$ cat src/rtl/toast_mem_pkg.sv
// toast_mem_pkg: shared FSM/port types and read-latency constants for the
// unified-memory arbiter.
package toast_mem_pkg;
    localparam int DATA_W = 32;
    localparam int RD_LAT_MIN = 1;
    localparam int RD_LAT_MAX = 2;
    typedef enum logic [1:0] {IDLE, ISSUE, WAIT, DONE} state_t;
    typedef enum logic {PORT_I, PORT_D} port_t;
endpackage

$ cat src/rtl/rr_arb2.sv
// rr_arb2: two-way round-robin pick between the I and D ports; the
// last-grant register only advances when the winner is actually latched.
module rr_arb2
    import toast_mem_pkg::*;
(
    input  logic  clk,
    input  logic  rst,
    input  logic  en,
    input  logic  req_i,
    input  logic  req_d,
    output port_t grant
);
    port_t last_q, last_d;

    always_comb begin
        grant = (req_i && req_d) ? ((last_q == PORT_I) ? PORT_D : PORT_I)
                                 : (req_d ? PORT_D : PORT_I);
        last_d = en ? grant : last_q;
    end

    always_ff @(posedge clk) begin
        if (rst) last_q <= PORT_I;
        else     last_q <= last_d;
    end
endmodule

$ cat src/rtl/mem_arbiter.sv
// mem_arbiter: shares one single-port memory between an instruction-fetch
// port and a data port, one transaction at a time (IDLE/ISSUE/WAIT/DONE).
module mem_arbiter
    import toast_mem_pkg::*;
#(
    parameter int ADDR_W     = 32,
    parameter int RD_LATENCY = 1
)(
    input  logic              Clk,
    input  logic              Reset,
    input  logic              I_req,
    input  logic [ADDR_W-1:0] I_addr,
    output logic              I_ack,
    output logic [DATA_W-1:0] I_rd_data,
    input  logic              D_req,
    input  logic              D_wr_en,
    input  logic [ADDR_W-1:0] D_addr,
    input  logic [3:0]        D_byte_en,
    input  logic [DATA_W-1:0] D_wr_data,
    output logic              D_ack,
    output logic [DATA_W-1:0] D_rd_data,
    output logic              mem_en,
    output logic              mem_wr_en,
    output logic [ADDR_W-1:0] mem_addr,
    output logic [3:0]        mem_byte_en,
    output logic [DATA_W-1:0] mem_wr_data,
    input  logic [DATA_W-1:0] mem_rd_data,
    output logic              I_stall,
    output logic              D_stall
);
    state_t            state_q, state_d;
    port_t             port_q, port_d, grant;
    logic              wr_q, wr_d;
    logic [ADDR_W-1:0] addr_q, addr_d;
    logic [3:0]        be_q, be_d;
    logic [DATA_W-1:0] wdata_q, wdata_d;
    logic              en_q, en_d, wen_q, wen_d;
    logic              i_ack_q, i_ack_d, d_ack_q, d_ack_d;
    logic [DATA_W-1:0] i_rd_q, i_rd_d, d_rd_q, d_rd_d;
    logic              latch, fin;

    rr_arb2 u_arb (
        .clk  (Clk),
        .rst  (Reset),
        .en   (latch),
        .req_i(I_req),
        .req_d(D_req),
        .grant(grant)
    );

    always_comb begin
        latch   = (state_q == IDLE) && (I_req || D_req);
        fin     = (state_q == WAIT) || ((state_q == ISSUE) && (wr_q || RD_LATENCY == RD_LAT_MIN));
        state_d = state_q;
        port_d  = port_q;
        wr_d    = wr_q;
        addr_d  = addr_q;
        be_d    = be_q;
        wdata_d = wdata_q;
        en_d    = latch;
        wen_d   = latch && (grant == PORT_D) && D_wr_en;
        i_ack_d = fin && (port_q == PORT_I);
        d_ack_d = fin && (port_q == PORT_D);
        i_rd_d  = i_rd_q;
        d_rd_d  = d_rd_q;
        case (state_q)
            IDLE: if (latch) begin
                state_d = ISSUE;
                port_d  = grant;
                wr_d    = wen_d;
                addr_d  = (grant == PORT_D) ? D_addr : I_addr;
                be_d    = (grant == PORT_D) ? D_byte_en : 4'b0000;
                wdata_d = (grant == PORT_D) ? D_wr_data : '0;
            end
            ISSUE: state_d = fin ? DONE : WAIT;
            WAIT:  state_d = DONE;
            DONE: begin
                state_d = IDLE;
                if (!wr_q && port_q == PORT_I) i_rd_d = mem_rd_data;
                if (!wr_q && port_q == PORT_D) d_rd_d = mem_rd_data;
            end
            default: state_d = IDLE;
        endcase
    end

    always_ff @(posedge Clk) begin
        if (Reset) begin
            state_q <= IDLE;
            port_q  <= PORT_I;
            wr_q    <= 1'b0;
            addr_q  <= '0;
            be_q    <= '0;
            wdata_q <= '0;
            en_q    <= 1'b0;
            wen_q   <= 1'b0;
            i_ack_q <= 1'b0;
            d_ack_q <= 1'b0;
            i_rd_q  <= '0;
            d_rd_q  <= '0;
        end else begin
            state_q <= state_d;
            port_q  <= port_d;
            wr_q    <= wr_d;
            addr_q  <= addr_d;
            be_q    <= be_d;
            wdata_q <= wdata_d;
            en_q    <= en_d;
            wen_q   <= wen_d;
            i_ack_q <= i_ack_d;
            d_ack_q <= d_ack_d;
            i_rd_q  <= i_rd_d;
            d_rd_q  <= d_rd_d;
        end
    end

    // Read data is forwarded straight from memory in the ack cycle, then held.
    assign I_rd_data   = (i_ack_q && !wr_q) ? mem_rd_data : i_rd_q;
    assign D_rd_data   = (d_ack_q && !wr_q) ? mem_rd_data : d_rd_q;
    assign I_ack       = i_ack_q;
    assign D_ack       = d_ack_q;
    assign mem_en      = en_q;
    assign mem_wr_en   = wen_q;
    assign mem_addr    = addr_q;
    assign mem_byte_en = be_q;
    assign mem_wr_data = wdata_q;
    assign I_stall     = I_req && !i_ack_q && !Reset;
    assign D_stall     = D_req && !d_ack_q && !Reset;
endmodule

$ cat config.mk
export PLATFORM = sky130hd
export DESIGN_NAME = mem_arbiter
export DESIGN_NICKNAME = d
export VERILOG_FILES = /design/src/rtl/toast_mem_pkg.sv /design/src/rtl/rr_arb2.sv /design/src/rtl/mem_arbiter.sv
export SDC_FILE = /design/constraint.sdc
export NUM_CORES = 1
export LEC_CHECK = 0
export BUFFER_PORTS_ARGS = -buffer_cell sky130_fd_sc_hd__buf_2
export CAP_MARGIN = 20
export CELL_PAD_IN_SITES_DETAIL_PLACEMENT = 1
export CELL_PAD_IN_SITES_GLOBAL_PLACEMENT = 1
export CORE_UTILIZATION = 33
export DETAILED_ROUTE_END_ITERATION = 6
export PLACE_DENSITY_LB_ADDON = 0.1
export SETUP_SLACK_MARGIN = 0.1
export SLEW_MARGIN = 20
export SYNTH_ARGS = -nofsm -noshare
export SYNTH_HDL_FRONTEND = slang
export SYNTH_SLANG_ARGS = --single-unit
$ cat constraint.sdc
create_clock -name Clk -period 1.95 [get_ports Clk]
set_input_delay 0.195 -clock Clk [delete_from_list [all_inputs] [get_ports Clk]]
set_output_delay 0.195 -clock Clk [all_outputs]
set_load 0.01 [all_outputs]
==> metrics.cfg <==
[outcome]
outcome=complete, no violations

[critical_path]
reg2reg_depth=5
cp_max_fo=8
endpoint_kind=output port
rrSetupSlack_ps=190
worstSetupPathType=reg2out
worstPathRequired_ps=1750
startpoint_type=flip-flop
cp-endpoint=I_rd_data[3]
worstPathArrival_ps=1690
r2r-end=mem_wr_data[12]$_SDFFE_PP0P_
crit_path_start=wr_q$_SDFFE_PP0P_
r2r-start=state_q[0]$_SDFFE_PP0P_

[layout]
nets=1088
area_delta_synth_final_pct=59.3
antenna_cells=0
layout-drive-gt1-share=0.420

[synthesis]
netlist_area_mm2=0.00577
synth_nets=786
ys_ff_latch=140
ys_warn_count=0
syn_avg_cell_area_um2=8.93
ys_seq_area_frac=0.486
synth_top_area_frac=0.486
ys_types=27
synth_area_leader_cell=dfxtp_1
synthTopCellsByArea=dfxtp_1 (49%), nand2_1 (10%), a21oi_1 (8.4%)
syn_inst=646

[die]
die_h_um=134
pin_count=275
die_w_um=134
rows=47
core_area_mm2=0.0168
start_util=0.343
die_area_mm2=0.0180

[job]
drv_cap=0

[sta]
tightestPinTransition_ps=1110
hold_slack_ps=22.0
setup_viol=0
rsz0062_at_grt=yes
post-route-period-util=0.965
min_period_ps=1880
slew_violations=0
skew_ps=11.3
tns_ps=0
fmax_ghz=0.532
fin_ws_ps=69.2
hold_viol=0
slew_headroom=0.257

[global_routing]
antenna_found_initial=0
grt_usage=0.240
grt_pass1_wl_mm=33.6
grt_pass1_vias=6303
grt.overflow.total=0
grt_max_degree=100

[power]
p_per_area_mw_per_mm2=935
ir_drop_uv=617
p_leak_nw=4.20

[route]
drtIter0Drc=187
drc=0
drt_wl_total_mm=22.6
drt_first_pass_iters=5
avgRoutedWirePerCell_um=19.1
antenna_left=0
vias=6023
via_per_inst=5.10

[placement]
numPortBuffers=274
place_hpwl_mm=13.3
place.gp.congestion=0.774
dp_slack_ps=80.5

[cts]
h-tree-depth=4
clk_path_buf_depth=2
numCtsBuffers=17
cts.sinks=140
clockRootBuffer=clkbuf_16
clk_latency_ps=410
cts_tree=done
path_clk_slew_ps=60

[min_path]
hold_class=in2reg

cell type report:
type,instances,area (um^2)
inverter,2,7.51
clock buffer,18,439
multi-input combinational,451,2980
sequential,140,2810
timing repair buffer,336,2490
fill,1930,7630
clock inverter,14,183
tap,220,275
layer usage:
metal	GRT usage	part of all wire	wire (um)
met5	0	0	0
met4	0.0911	0.025	566
met3	0.0695	0.056	1270
met2	0.435	0.53	12000
met1	0.263	0.39	8790
worst max-delay path, stage by stage (launching register included):
cell	delay (ps)
dfxtp_4	370
nand2b_4	230
clkbuf_16	220
mux2_4	320
buf_6	120
synth_stat cells:
library cell	count
a21boi_2	1
dfxtp_1	140
ha_1	3
buf_2	28
and2_1	1
or3b_1	2
buf_4	3
nand2b_1	1
inv_1	2
mux2i_1	1
nor2_1	36
nor3b_2	1
mux2_2	24
a21bo_1	1
mux2_1	40
clkbuf_1	24
nand3b_1	2
nor3b_1	3
nor2b_1	1
a22o_1	37
a21oi_1	97
a21o_1	1
and3b_1	2
o21a_2	1
o21ai_1	1
a211oi_1	33
nand2_1	160
report_power, final:
part	switching (W)	total [W]	internal, W	leakage (nW)
clock network	0.00132	0.00339	0.00207	0.299
logic	0.000984	0.00198	0.000999	2.75
registers	0.000139	0.00321	0.00308	1.14
metrics by stage:
step,instance area [um^2],utilization,std cells,power [W]
detailed placement,7370,0.438,1099,0.00478
global placement,7370,0.438,1099,0.00473
floorplan,5770,-,646,0.00408
finish,9190,0.546,1181,0.00859
global route,9190,0.546,1181,0.00896
CTS,8580,0.510,1178,0.00837
worst min-delay path by stage:
stage,start,to,cells after the start
final,I_addr[10],mem_addr[10]$_SDFFE_PP0P_,3
after floorplan,D_wr_en,mem_wr_en$_SDFF_PP0_,1
after detailed placement,D_wr_data[12],mem_wr_data[12]$_SDFFE_PP0P_,2
after CTS,Reset,I_ack$_SDFF_PP0_,2
after global routing,I_addr[11],mem_addr[11]$_SDFFE_PP0P_,3
after global placement,D_wr_data[14],mem_wr_data[14]$_SDFFE_PP0P_,2
logic make-up (layout without fill, tap and decap cells):
family / Yosys count / after routing / synth area share
compound gates: 172 / 174 / 0.191
fa+ha+maj: 3 / 3 / 0.00651
buf+inv: 57 / 370 / 0.0451
flops: 140 / 140 / 0.486
mux: 65 / 65 / 0.127
simple gates: 209 / 209 / 0.145
cell usage in the layout (no fill, tap or decap), drive strengths merged, types with 3 or more instances in the layout:
cell | synthesis | routed
buf | 31 | 296
nand2 | 160 | 160
dfxtp | 140 | 140
a21oi | 97 | 99
mux2 | 64 | 64
dlygate4sd3 | 0 | 38
a22o | 37 | 37
nor2 | 36 | 36
a211oi | 33 | 33
clkbuf | 24 | 20
inv | 2 | 6
clkinv | 0 | 5
nor3b | 4 | 4
ha | 3 | 3
bufinv | 0 | 3
sequential cells by signal (all words and copies together) (netlist names):
| register | cells |
|---|---|
| d_rd_q | 32 |
| i_rd_q | 32 |
| mem_addr | 32 |
| mem_wr_data | 32 |
| mem_byte_en | 4 |
| state_q | 2 |
| D_ack | 1 |
| I_ack | 1 |
| mem_en | 1 |
| mem_wr_en | 1 |
| port_q | 1 |
| wr_q | 1 |
repair_timing:
item	CTS	global route
pin swaps	0	0
gates cloned	5	3
gates resized for setup	19	114
hold endpoints to repair	39	0
buffers inserted	4	0
endpoints found under the setup margin	102	67
hold buffers	38	0
No activity file was read; power rests on OpenSTA's default activity.
